### src/rtl/fetch_pkg.sv
// Shared types and constants for the instruction-fetch stage.
// Optional build macro: FETCH_PERF_EN (adds fetch/stall performance counters).
package fetch_pkg;

    localparam int          DATA_WIDTH_DEF = 32;
    localparam int          ADDR_WIDTH_DEF = 32;

    // addi x0, x0, 0 -- the canonical RISC-V no-op used for pipeline bubbles
    localparam logic [31:0] NOP_INSTR    = 32'h0000_0013;
    localparam logic [31:0] RESET_PC_DEF = 32'h0000_0000;

    // IDLE: ready to issue; WAIT: request outstanding; HOLD: response parked
    // in the skid buffer behind a decode stall; DROP: request outstanding but
    // its response must be thrown away because a redirect overtook it.
    typedef enum logic [1:0] {
        IDLE = 2'd0,
        WAIT = 2'd1,
        HOLD = 2'd2,
        DROP = 2'd3
    } fetch_state_t;

endpackage

### src/rtl/fetch_skid_buffer.sv
// One-entry {instr, pc} holding register. Parks an instruction that returned
// from memory while decode was stalled, until decode can accept it.
// Clear has priority over load.
module fetch_skid_buffer
    import fetch_pkg::*;
#(
    parameter int DATA_WIDTH = 32,
    parameter int ADDR_WIDTH = 32
) (
    input  logic                  clk,
    input  logic                  rst_n,
    input  logic                  load,
    input  logic                  clear,
    input  logic [DATA_WIDTH-1:0] instr_in,
    input  logic [ADDR_WIDTH-1:0] pc_in,
    output logic [DATA_WIDTH-1:0] instr,
    output logic [ADDR_WIDTH-1:0] pc,
    output logic                  valid
);

    logic [DATA_WIDTH-1:0] instr_r;
    logic [ADDR_WIDTH-1:0] pc_r;
    logic                  valid_r;

    // Capture or release the parked instruction; data is kept on clear, only valid drops.
    always_ff @(posedge clk or negedge rst_n) begin
        if (!rst_n) begin
            instr_r <= DATA_WIDTH'(NOP_INSTR);
            pc_r    <= {ADDR_WIDTH{1'b0}};
            valid_r <= 1'b0;
        end else if (clear) begin
            instr_r <= instr_r;
            pc_r    <= pc_r;
            valid_r <= 1'b0;
        end else if (load) begin
            instr_r <= instr_in;
            pc_r    <= pc_in;
            valid_r <= 1'b1;
        end else begin
            instr_r <= instr_r;
            pc_r    <= pc_r;
            valid_r <= valid_r;
        end
    end

    assign instr = instr_r;
    assign pc    = pc_r;
    assign valid = valid_r;

endmodule

### src/rtl/fetch_stage.sv
// Instruction-fetch stage with IF/ID pipeline register. Keeps a single
// request outstanding to instruction memory, parks responses that arrive
// during a decode stall, and flushes on branch/jump redirects.
// Optional build macro: FETCH_PERF_EN adds FetchCount / StallCount outputs.
module fetch_stage
    import fetch_pkg::*;
#(
    parameter int                    DATA_WIDTH = DATA_WIDTH_DEF,
    parameter int                    ADDR_WIDTH = ADDR_WIDTH_DEF,
    parameter logic [ADDR_WIDTH-1:0] RESET_PC   = ADDR_WIDTH'(RESET_PC_DEF)
) (
    input  logic                  clk,
    input  logic                  rst_n,
    input  logic                  Stall,
    input  logic                  Redirect,
    input  logic [ADDR_WIDTH-1:0] PCTarget,
    output logic                  ImemReq,
    output logic [ADDR_WIDTH-1:0] ImemAddr,
    input  logic                  ImemValid,
    input  logic [DATA_WIDTH-1:0] ImemRdata,
    output logic [DATA_WIDTH-1:0] InstrD,
    output logic [ADDR_WIDTH-1:0] PCD,
    output logic [ADDR_WIDTH-1:0] PCPlus4D,
    output logic                  ValidD
`ifdef FETCH_PERF_EN
    ,
    output logic [31:0]           FetchCount,
    output logic [31:0]           StallCount
`endif
);

    fetch_state_t          state_r;
    logic [ADDR_WIDTH-1:0] pcf_r;
    logic [ADDR_WIDTH-1:0] pcf_plus4_s;
    logic [ADDR_WIDTH-1:0] target_s;

    logic [DATA_WIDTH-1:0] instr_d_r;
    logic [ADDR_WIDTH-1:0] pc_d_r;
    logic [ADDR_WIDTH-1:0] pc_plus4_d_r;
    logic                  valid_d_r;

    logic                  imem_req_s;
    logic                  deliver_mem_s;
    logic                  deliver_skid_s;
    logic                  skid_load_s;
    logic                  skid_clear_s;

    logic [DATA_WIDTH-1:0] skid_instr_s;
    logic [ADDR_WIDTH-1:0] skid_pc_s;
    logic                  skid_valid_s;
    logic [ADDR_WIDTH-1:0] skid_pc_plus4_s;

    // Word-align the redirect target; PC arithmetic wraps naturally at 2^ADDR_WIDTH.
    assign target_s        = PCTarget & ~(ADDR_WIDTH'(3));
    assign pcf_plus4_s     = pcf_r + ADDR_WIDTH'(4);
    assign skid_pc_plus4_s = skid_pc_s + ADDR_WIDTH'(4);

    // Request strobe straight from the state; suppressed while a redirect is being taken and during reset.
    always_comb begin
        imem_req_s = 1'b0;
        if (rst_n && (state_r == IDLE) && !Redirect) begin
            imem_req_s = 1'b1;
        end else begin
            imem_req_s = 1'b0;
        end
    end

    // Decode which datapath event happens this cycle; Redirect overrides everything.
    always_comb begin
        deliver_mem_s  = 1'b0;
        deliver_skid_s = 1'b0;
        skid_load_s    = 1'b0;
        skid_clear_s   = 1'b0;
        if (Redirect) begin
            skid_clear_s = (state_r == HOLD);
        end else begin
            case (state_r)
                WAIT: begin
                    deliver_mem_s = ImemValid && !Stall;
                    skid_load_s   = ImemValid && Stall;
                end
                HOLD: begin
                    deliver_skid_s = !Stall && skid_valid_s;
                    skid_clear_s   = !Stall;
                end
                default: begin
                    deliver_mem_s  = 1'b0;
                    deliver_skid_s = 1'b0;
                end
            endcase
        end
    end

    // Fetch FSM and PC register; priority Redirect > ImemValid > Stall.
    always_ff @(posedge clk or negedge rst_n) begin
        if (!rst_n) begin
            state_r <= IDLE;
            pcf_r   <= RESET_PC;
        end else begin
            case (state_r)
                IDLE: begin
                    if (Redirect) begin
                        pcf_r   <= target_s;
                        state_r <= IDLE;
                    end else begin
                        pcf_r   <= pcf_r;
                        state_r <= WAIT;
                    end
                end
                WAIT: begin
                    if (Redirect) begin
                        // A response in the same cycle is consumed and dropped;
                        // otherwise its later arrival must be swallowed in DROP.
                        pcf_r   <= target_s;
                        state_r <= ImemValid ? IDLE : DROP;
                    end else if (ImemValid) begin
                        pcf_r   <= pcf_plus4_s;
                        state_r <= Stall ? HOLD : IDLE;
                    end else begin
                        pcf_r   <= pcf_r;
                        state_r <= WAIT;
                    end
                end
                HOLD: begin
                    if (Redirect) begin
                        pcf_r   <= target_s;
                        state_r <= IDLE;
                    end else if (!Stall) begin
                        pcf_r   <= pcf_r;
                        state_r <= IDLE;
                    end else begin
                        pcf_r   <= pcf_r;
                        state_r <= HOLD;
                    end
                end
                DROP: begin
                    if (Redirect) begin
                        // If the stale response lands now, it is the one we
                        // were waiting to discard, so we are free to issue.
                        pcf_r   <= target_s;
                        state_r <= ImemValid ? IDLE : DROP;
                    end else if (ImemValid) begin
                        pcf_r   <= pcf_r;
                        state_r <= IDLE;
                    end else begin
                        pcf_r   <= pcf_r;
                        state_r <= DROP;
                    end
                end
                default: begin
                    pcf_r   <= pcf_r;
                    state_r <= IDLE;
                end
            endcase
        end
    end

    // IF/ID register: flush on redirect, load on delivery, hold on stall, else insert a bubble.
    always_ff @(posedge clk or negedge rst_n) begin
        if (!rst_n) begin
            instr_d_r    <= DATA_WIDTH'(NOP_INSTR);
            pc_d_r       <= {ADDR_WIDTH{1'b0}};
            pc_plus4_d_r <= {ADDR_WIDTH{1'b0}};
            valid_d_r    <= 1'b0;
        end else if (Redirect) begin
            instr_d_r    <= DATA_WIDTH'(NOP_INSTR);
            pc_d_r       <= pc_d_r;
            pc_plus4_d_r <= pc_plus4_d_r;
            valid_d_r    <= 1'b0;
        end else if (deliver_mem_s) begin
            instr_d_r    <= ImemRdata;
            pc_d_r       <= pcf_r;
            pc_plus4_d_r <= pcf_plus4_s;
            valid_d_r    <= 1'b1;
        end else if (deliver_skid_s) begin
            instr_d_r    <= skid_instr_s;
            pc_d_r       <= skid_pc_s;
            pc_plus4_d_r <= skid_pc_plus4_s;
            valid_d_r    <= 1'b1;
        end else if (Stall) begin
            instr_d_r    <= instr_d_r;
            pc_d_r       <= pc_d_r;
            pc_plus4_d_r <= pc_plus4_d_r;
            valid_d_r    <= valid_d_r;
        end else begin
            instr_d_r    <= DATA_WIDTH'(NOP_INSTR);
            pc_d_r       <= pc_d_r;
            pc_plus4_d_r <= pc_plus4_d_r;
            valid_d_r    <= 1'b0;
        end
    end

    fetch_skid_buffer #(
        .DATA_WIDTH (DATA_WIDTH),
        .ADDR_WIDTH (ADDR_WIDTH)
    ) u_skid (
        .clk      (clk),
        .rst_n    (rst_n),
        .load     (skid_load_s),
        .clear    (skid_clear_s),
        .instr_in (ImemRdata),
        .pc_in    (pcf_r),
        .instr    (skid_instr_s),
        .pc       (skid_pc_s),
        .valid    (skid_valid_s)
    );

`ifdef FETCH_PERF_EN
    logic [31:0] fetch_count_r;
    logic [31:0] stall_count_r;

    // Count instructions handed to decode and cycles spent parked behind a stall.
    always_ff @(posedge clk or negedge rst_n) begin
        if (!rst_n) begin
            fetch_count_r <= 32'd0;
            stall_count_r <= 32'd0;
        end else begin
            if (deliver_mem_s || deliver_skid_s) begin
                fetch_count_r <= fetch_count_r + 32'd1;
            end else begin
                fetch_count_r <= fetch_count_r;
            end
            if (state_r == HOLD) begin
                stall_count_r <= stall_count_r + 32'd1;
            end else begin
                stall_count_r <= stall_count_r;
            end
        end
    end

    assign FetchCount = fetch_count_r;
    assign StallCount = stall_count_r;
`endif

    assign ImemReq  = imem_req_s;
    assign ImemAddr = pcf_r;
    assign InstrD   = instr_d_r;
    assign PCD      = pc_d_r;
    assign PCPlus4D = pc_plus4_d_r;
    assign ValidD   = valid_d_r;

endmodule

### config.mk
export PLATFORM = sky130hd
export DESIGN_NAME = fetch_stage
export DESIGN_NICKNAME = d
export VERILOG_FILES = /design/src/rtl/fetch_pkg.sv /design/src/rtl/fetch_skid_buffer.sv /design/src/rtl/fetch_stage.sv
export SDC_FILE = /design/constraint.sdc
export NUM_CORES = 1
export LEC_CHECK = 0
export CORE_UTILIZATION = 40
export DETAILED_ROUTE_END_ITERATION = 8
export HOLD_SLACK_MARGIN = 0.06
export PLACE_DENSITY_LB_ADDON = 0.25
export SLEW_MARGIN = 20
export SYNTH_ARGS = -nofsm -noshare
export SYNTH_HDL_FRONTEND = slang
export SYNTH_SLANG_ARGS = --single-unit
### constraint.sdc
create_clock -name clk -period 2.4 [get_ports clk]
set_input_delay 0.6 -clock clk [delete_from_list [all_inputs] [get_ports clk]]
set_output_delay 0.6 -clock clk [all_outputs]
set_load 0.01 [all_outputs]
# Word-level counts from Yosys, hierarchy flattened
# Cells that the tools add are included.
classes:
  n_addsub: 2
  bitwise_logic: 2
  reduce_logical: 14
  muxes: 34
  eq_ne: 6
ops:
  columns: ["cell", "count"]
  rows:
  - ["$mux 32", 11]
  - ["$add 32x3->32 const B", 2]
  - ["$pmux 32 s2", 1]
  - ["$mux 1", 16]
  - ["$mux 2", 5]
  - ["$pmux 2 s4", 1]
  - ["$reduce_and 2->1", 3]
  - ["$logic_and 1x1->1", 5]
  - ["$eq 2x2->1 const B", 2]
  - ["$ne 4x1->1 const B", 1]
  - ["$reduce_bool 2->1", 2]
  - ["$ne 3x3->1 const B", 1]
  - ["$reduce_or 3->1", 1]
  - ["$eq 2x1->1 const B", 1]
  - ["$logic_not 1->1", 2]
  - ["$logic_not 2->1", 1]
  - ["$ne 2x1->1 const B", 1]
  - ["$not 1->1", 2]
totals:
  reg_bits: 196
  elab_cells: 67
  out_inout_bits: 130

# Depth between registers and ports, before layout
# Gate-level depths: netlist of the first run.
logic_depth:
  word_depth: 7
  ltp_mapped: 9
  depth_no_buf: 6

# Cells and area by module
# A second synthesis of the first run with hierarchy kept.
unflattened:
  cells_unflattened: 899
  area_unflattened_um2: 9669.3
by_module_without_submodules:
  columns: ["module", "instances", "cells_each", "seq_area_each_um2", "area_per_inst_um2"]
  rows:
  - ["fetch_stage", 1, 760, 3181.8, 6931.6]
  - ["fetch_skid_buffer", 1, 139, 1630.3, 2737.6]

# Least setup slack after synthesis of the first run
# No wires, ideal clock.
synth_path:
  path_kind: "input port to flip-flop"
  startpoint: "in Redirect"
  endpoint: "reg pc_plus4_d_r[28] (netlist: PCPlus4D[28])"
  arrival_time_ps: 2140
  setup_slack_ps: 134
  cell_stages: 7
  required_ps: 2274
  setup_ps: 126
  path_cell_list: "buf_2 or3b_1 buf_2 nor3b_2 nor2_1 buf_2 a221o_1"
synth_between:
  elab_chain_cells: 3
  word_cells_on_any_way: 6
  cone_classes: "mux (3); bitwise (1); reduce/logical (2)"
synth_rtl:
  columns: ["element", "line_no", "source"]
  rows:
  - ["start: declaration", "fetch_stage.sv:15", "input logic Redirect,"]
  - ["$mux 1", "fetch_stage.sv:74", "if (Redirect) begin"]
  - ["$reduce_bool 2->1 (no source line)", null, null]
  - ["$reduce_and 2->1 (no source line)", null, null]
  - ["end signal: assignment", "fetch_stage.sv:163", "pc_plus4_d_r <= {ADDR_WIDTH{1'b0}};"]
  - ["end signal: assignment", "fetch_stage.sv:168", "pc_plus4_d_r <= pc_plus4_d_r;"]
  - ["end signal: assignment", "fetch_stage.sv:173", "pc_plus4_d_r <= pcf_plus4_s;"]
  - ["end: declaration", "fetch_stage.sv:39", "logic [ADDR_WIDTH-1:0] pc_plus4_d_r;"]
# Several ways; a longest one is shown, not always the timed one.
# A chain may end at the register's enable or synchronous reset.

# Worst setup path in the final report of the first run
layout_path:
  startpoint: "in Redirect"
  endpoint: "out ImemReq"
layout_between:
  elab_chain_cells: 3
layout_rtl:
  columns: ["element", "line_no", "source"]
  rows:
  - ["$logic_not 1->1", "fetch_stage.sv:61", "if (rst_n && (state_r == IDLE) && !Redirect) begin"]
  - ["$logic_and 1x1->1", "fetch_stage.sv:61", null]
  - ["$mux 1", "fetch_stage.sv:61", null]
  - ["end: declaration", "fetch_stage.sv:17", "output logic ImemReq,"]
# No other way between the ends.

==> reports/metrics.cfg, run 1 <==
[routing]
finalWirelength_mm = 27.4
drc = 0
vias_per_cell = 5.62
ant_nets = 0
drt-wirelength-per-cell_um = 19.2
first_pass_iters = 5
vias = 8023
first_iter_violations = 618

[finish]
nets = 1201
multiInputGateArea_um2 = 4110
fillCellCount = 2020
final_core_util = 0.554
drive_gt1_frac = 0.161
area_growth_pct = 35.5
final_common_cell = clkdlybuf4s50_1
seqCellArea_um2 = 4710
final_cell_mix = clkdlybuf4s50_1, dfrtp_1, nand2_1

[worst_setup_path]
r2r_start = ImemAddr[3]
crit_path_end_kind = output pin
slowest_stage = clkdlybuf4s50_1
critPathBufInv = 2
crit_path_max_fanout = 5
arrival_ps = 1670
critical_path_class = primary input to output pin
cp.required_ps = 1800
setup.worst_path.start = Redirect
path_delay_family = buffers and inverters
path_cells = clkdlybuf4s50_1, nor4b_2, clkdlybuf4s15_1
worstSetupStartpointType = primary input
cp_slowest_stage_delay_ps = 480

[die]
start_util = 0.409
die_h_um = 154
die_area_um2 = 23800
rows = 55
io_pins = 199
die_w_um = 154
core_area_um2 = 22700

[hold_path]
hold_path_class = primary input to async pin

[placement]
place_hpwl_mm = 18.7
io_buffers = 190
dp_slack_ps = -357
place_congestion = 0.822

[clock_tree]
h-tree-depth = 4
path_clk_slew_ps = 70
cts_buffer_depth = 2
cts_tree = yes
cts_root_buffer = clkbuf_16
post_cts_buffers = 0
clock_sinks = 188
cts_made_buffers = 17
insertion_delay_ps = 430

[grt]
track_usage = 0.237
grt_pass1_wl_mm = 44.2
grt_pass1_vias = 7975
antenna_found_initial = 1
grt-ovfl-total = 0
grt_start_max_net_pins = 189

[timing]
setup_viol = 0
layout_min_cycle_time_ps = 2270
max_freq_mhz = 440
slew_violations = 0
fin_crit_sh = 0.947
worst_slack_ps = 128
fin_skew_ps = 14.7
hold_viol_final = 0
worstMarginPinSlew_ps = 691
slew_headroom = 0.539
rsz0062_at_grt = false

[synthesis]
synthesis.area_um2 = 9280
yosysSeqAreaShare = 0.508
synth_edf_count = 0
ys.warnings.count = 0
synth_cell_type_count = 64
yosys_register_bits = 188
yosys-top-cells-area = dfrtp_1, mux2_2, nand2_1, a222oi_1, nor2_1
synth_top_area_frac = 0.491
netlist_instances = 930
synthArstFlopShare = 1.00
ys.flop_type = dfrtp_1
syn-mean-instance-area_um2 = 9.98
yosysTopAreaCell = dfrtp_1

[power_and_ir_drop]
peakVddDrop_mv = 0.571
powerDensity_nw_per_um2 = 1040
finalPower_uw = 13100
leakagePower_uw = 0.00543

[outcome]
status = completed

[run]
drv_cap = 0

-- stage by stage --
| step | hold slack (ps) | instance area [um2] | setup TNS [ps] | instances |
|---|---|---|---|---|
| final | 190 | 12600 | 0 | 1428 |
| after global routing | 203 | 12600 | 0 | 1427 |
| after CTS | 464 | 12500 | 0 | 1426 |
| after detailed placement | 453 | 11900 | -20900 | 1395 |
| after global placement | 450 | 11900 | -18480 | 1395 |
| after floorplan | 304 | 9300 | 0 | 935 |
-- sequential cells by signal, summed over array words and instances, names as in the netlist --
name,count
InstrD,32
u_skid.instr,32
ImemAddr,30
PCD,30
PCPlus4D,30
u_skid.pc,30
state_r,2
ValidD,1
u_skid.valid,1
-- synthesized netlist by cell type (3+ instances only) --
cell type,n
dfrtp_1,182
nand2_1,110
nor2_1,61
mux2_2,59
clkbuf_1,55
o21ai_0,45
inv_1,39
a21oi_1,36
a31oi_1,34
a222oi_1,29
xnor2_1,23
nand3_1,22
xor2_1,20
buf_2,19
o22ai_1,18
nor3_1,16
nand4_1,12
and3_1,10
nor4_1,10
a2bb2oi_1,8
buf_4,8
a221o_1,7
and4_1,7
mux2i_1,7
dfstp_2,6
or4_1,6
a22oi_1,5
o22a_1,5
o31ai_1,5
a211o_1,4
and2_1,4
o221ai_1,4
or3_1,4
clkbuf_2,3
nand2b_1,3
o211ai_1,3
o21a_1,3
-- per-layer routing --
| metal | up-vias | part of all wire | GRT usage |
|---|---|---|---|
| met5 | - | 0 | 0 |
| met4 | 0 | 0.018 | 0.0726 |
| li1 | 3771 | - | - |
| met1 | 3956 | 0.45 | 0.322 |
| met3 | 34 | 0.066 | 0.0588 |
| met2 | 262 | 0.47 | 0.375 |
-- area by class of cell --
cell class	instances	share of cell area
well taps	285	0.0284
clock buffers	19	0.0352
multi-input cells	621	0.327
inverters	39	0.0116
diodes	1	0.000199
clock inverters	12	0.0147
repair buffers	263	0.209
flip-flops and latches	188	0.375
-- worst register-to-register path, stage by stage (launching register included) --
cell	delay, ps
dfrtp_1	400
ha_1	260
nand3_1	210
nor4_2	260
buf_4	210
nand4_1	220
xnor2_1	190
a221o_1	290
-- path summary, 6_finish.rpt --
path / end / depth (start not counted) / slack, ps
max in group asynchronous: u_skid.pc[12] / 3 / 1250
hold / removal: ImemAddr[3] / 2 / 190
hold reg to reg: InstrD[0] / 2 / 460
setup / recovery: ImemReq / 3 / 130
min in group clk: InstrD[0] / 2 / 460
setup reg to reg: PCPlus4D[28] / 7 / 240
-- power by group --
group	leakage (uW)	internal [uW]	switching (uW)	total, uW
Combinational	0.00284	2600	1970	4570
Sequential	0.00229	4390	1060	5440
Clock	0.000304	1780	1280	3060
Total	0.00543	8770	4300	13100
-- kinds of logic after synthesis --
logic type | share of synthesized area
simple gates | 0.148
compound gates | 0.165
flops | 0.508
buf+inv | 0.0571
mux | 0.0791
xor+xnor | 0.0406
fa+ha+maj | 0.00269
other cells | 0.000404
-- what timing repair did --
action	4_1_cts	5_1_grt
setup endpoints to repair	1	3
resized for setup	1	3
hold buffers	0	0
Note: power is estimated with default switching activity, not from simulation.
==> run 2, diff against run 1 <==
Settings changed: SLEW_MARGIN 20 to 30.
==> reports/metrics.cfg, run 2 (same netlist as run 1, synthesis figures left out) <==
[outcome]
status = completed

[placement]
place_area_um2 = 11900
dp_slack_ps = -269
place_hpwl_mm = 18.8
place_congestion = 0.822
io_buffers = 190
place_inst = 1396

[worst_setup_path]
arrival_ps = 1680
path_delay_family = buffers and inverters
worstSetupStartpointType = primary input
critPathBufInv = 2
crit_path_max_fanout = 5
ff2ff_path_depth = 7
cp_slowest_stage_delay_ps = 490
crit_path_end_kind = output pin
cp.required_ps = 1800
critical_path_class = primary input to output pin
worst-path-stages = 3
path_cells = clkdlybuf4s50_1, nor4b_2, clkdlybuf4s15_1
slowest_stage = clkdlybuf4s50_1

[clock_tree]
insertion_delay_ps = 440
h-tree-depth = 4
hold_buffers = 0
cts_buffer_depth = 2
cts_root_buffer = clkbuf_16
clock_sinks = 188
cts_tree = yes
cts_made_buffers = 17
path_clk_slew_ps = 80

[routing]
vias_per_cell = 5.66
finalWirelength_mm = 27.3
drc = 0
first_pass_iters = 9
vias = 8086
drt-wirelength-per-cell_um = 19.1
first_iter_violations = 618
ant_nets = 0

[grt]
grt_pass1_wl_mm = 43.7
antenna_found_initial = 1
track_usage = 0.236
grt_pass1_vias = 7880
grt-ovfl-total = 0
grt_start_max_net_pins = 110

[power_and_ir_drop]
leakagePower_uw = 0.00541
peakVddDrop_mv = 0.514
powerDensity_nw_per_um2 = 1020

[finish]
final_common_cell = clkdlybuf4s50_1
antenna_cells = 0
multiInputGateArea_um2 = 4110
area_growth_pct = 34.9
final_cell_mix = clkdlybuf4s50_1, dfrtp_1, nand2_1
drive_gt1_frac = 0.163
fillCellCount = 1977
finalNonFillerCells = 1428
seqCellArea_um2 = 4710
nets = 1201
final_core_util = 0.551
stdcell_area_um2 = 12500

[die]
die_w_um = 154
start_util = 0.409
die_h_um = 154
rows = 55
io_pins = 199
die_area_um2 = 23800
core_area_um2 = 22700

[timing]
layout_min_cycle_time_ps = 2280
slew_violations = 0
fin_tns_setup_ps = 0
slew_headroom = 0.546
rsz0062_at_grt = false
max_freq_mhz = 439
worst_slack_ps = 120
fin_crit_sh = 0.950
fin_skew_ps = 13.4
worstMarginPinSlew_ps = 680
setup_viol = 0
hold_viol_final = 0

[hold_path]
hold_path_class = primary input to async pin

[run]
drv_cap = 0

-- run 2: metrics by stage --
step           hold slack, ps  power (uW)
6_report                  215       12800
2_1_floorplan             304        7590
3_3_place_gp              450        9910
5_1_grt                   243       13600
4_1_cts                   233       12900
3_5_place_dp              452       10100
-- run 2: worst register-to-register path: cells and delay by family (launching register included) --
kind                     cells  cell delay [ps]
AND/OR/NAND/NOR              3              780
flip-flops                   1              410
AO/OA/AOI/OAI                1              340
adder cells (fa/ha/maj)      1              250
buffers and inverters        1              190
XOR/XNOR                     1               90
-- run 2: repair_timing --
action	in CTS	in global routing
setup endpoints to repair	1	1
gates cloned	0	0
resized for setup	1	2
setup buffers	0	0
-- run 2: routing by layer --
| layer | part of all wire | global-route usage | routed length, um |
|---|---|---|---|
| met1 | 0.44 | 0.319 | 11900 |
| met2 | 0.47 | 0.379 | 12900 |
| met3 | 0.075 | 0.0516 | 2060 |
| met4 | 0.014 | 0.0702 | 395 |
| met5 | 0.00048 | 0 | 13 |
-- run 2: final timing paths --
kind	from	slack [ps]	to
max in group asynchronous	rst_n	1270	PCPlus4D[15]
setup / recovery	Redirect	120	ImemReq
min in group clk	InstrD[0]	460	InstrD[0]
setup reg to reg	ImemAddr[2]	220	PCPlus4D[30]
hold reg to reg	InstrD[0]	460	InstrD[0]
hold / removal	rst_n	220	ImemAddr[2]
-- run 2: final cells by class --
type / count / area share
flip-flops and latches: 188 / 0.376
clock inverters: 15 / 0.0119
inverters: 39 / 0.0117
clock buffers: 17 / 0.0340
well taps: 285 / 0.0285
multi-input cells: 621 / 0.328
repair buffers: 263 / 0.210
-- run 2: report_power, final --
part	total [uW]	switching [uW]	internal (uW)
clock	2810	1350	1470
sequential	5440	1060	4390
combinational	4560	1960	2600
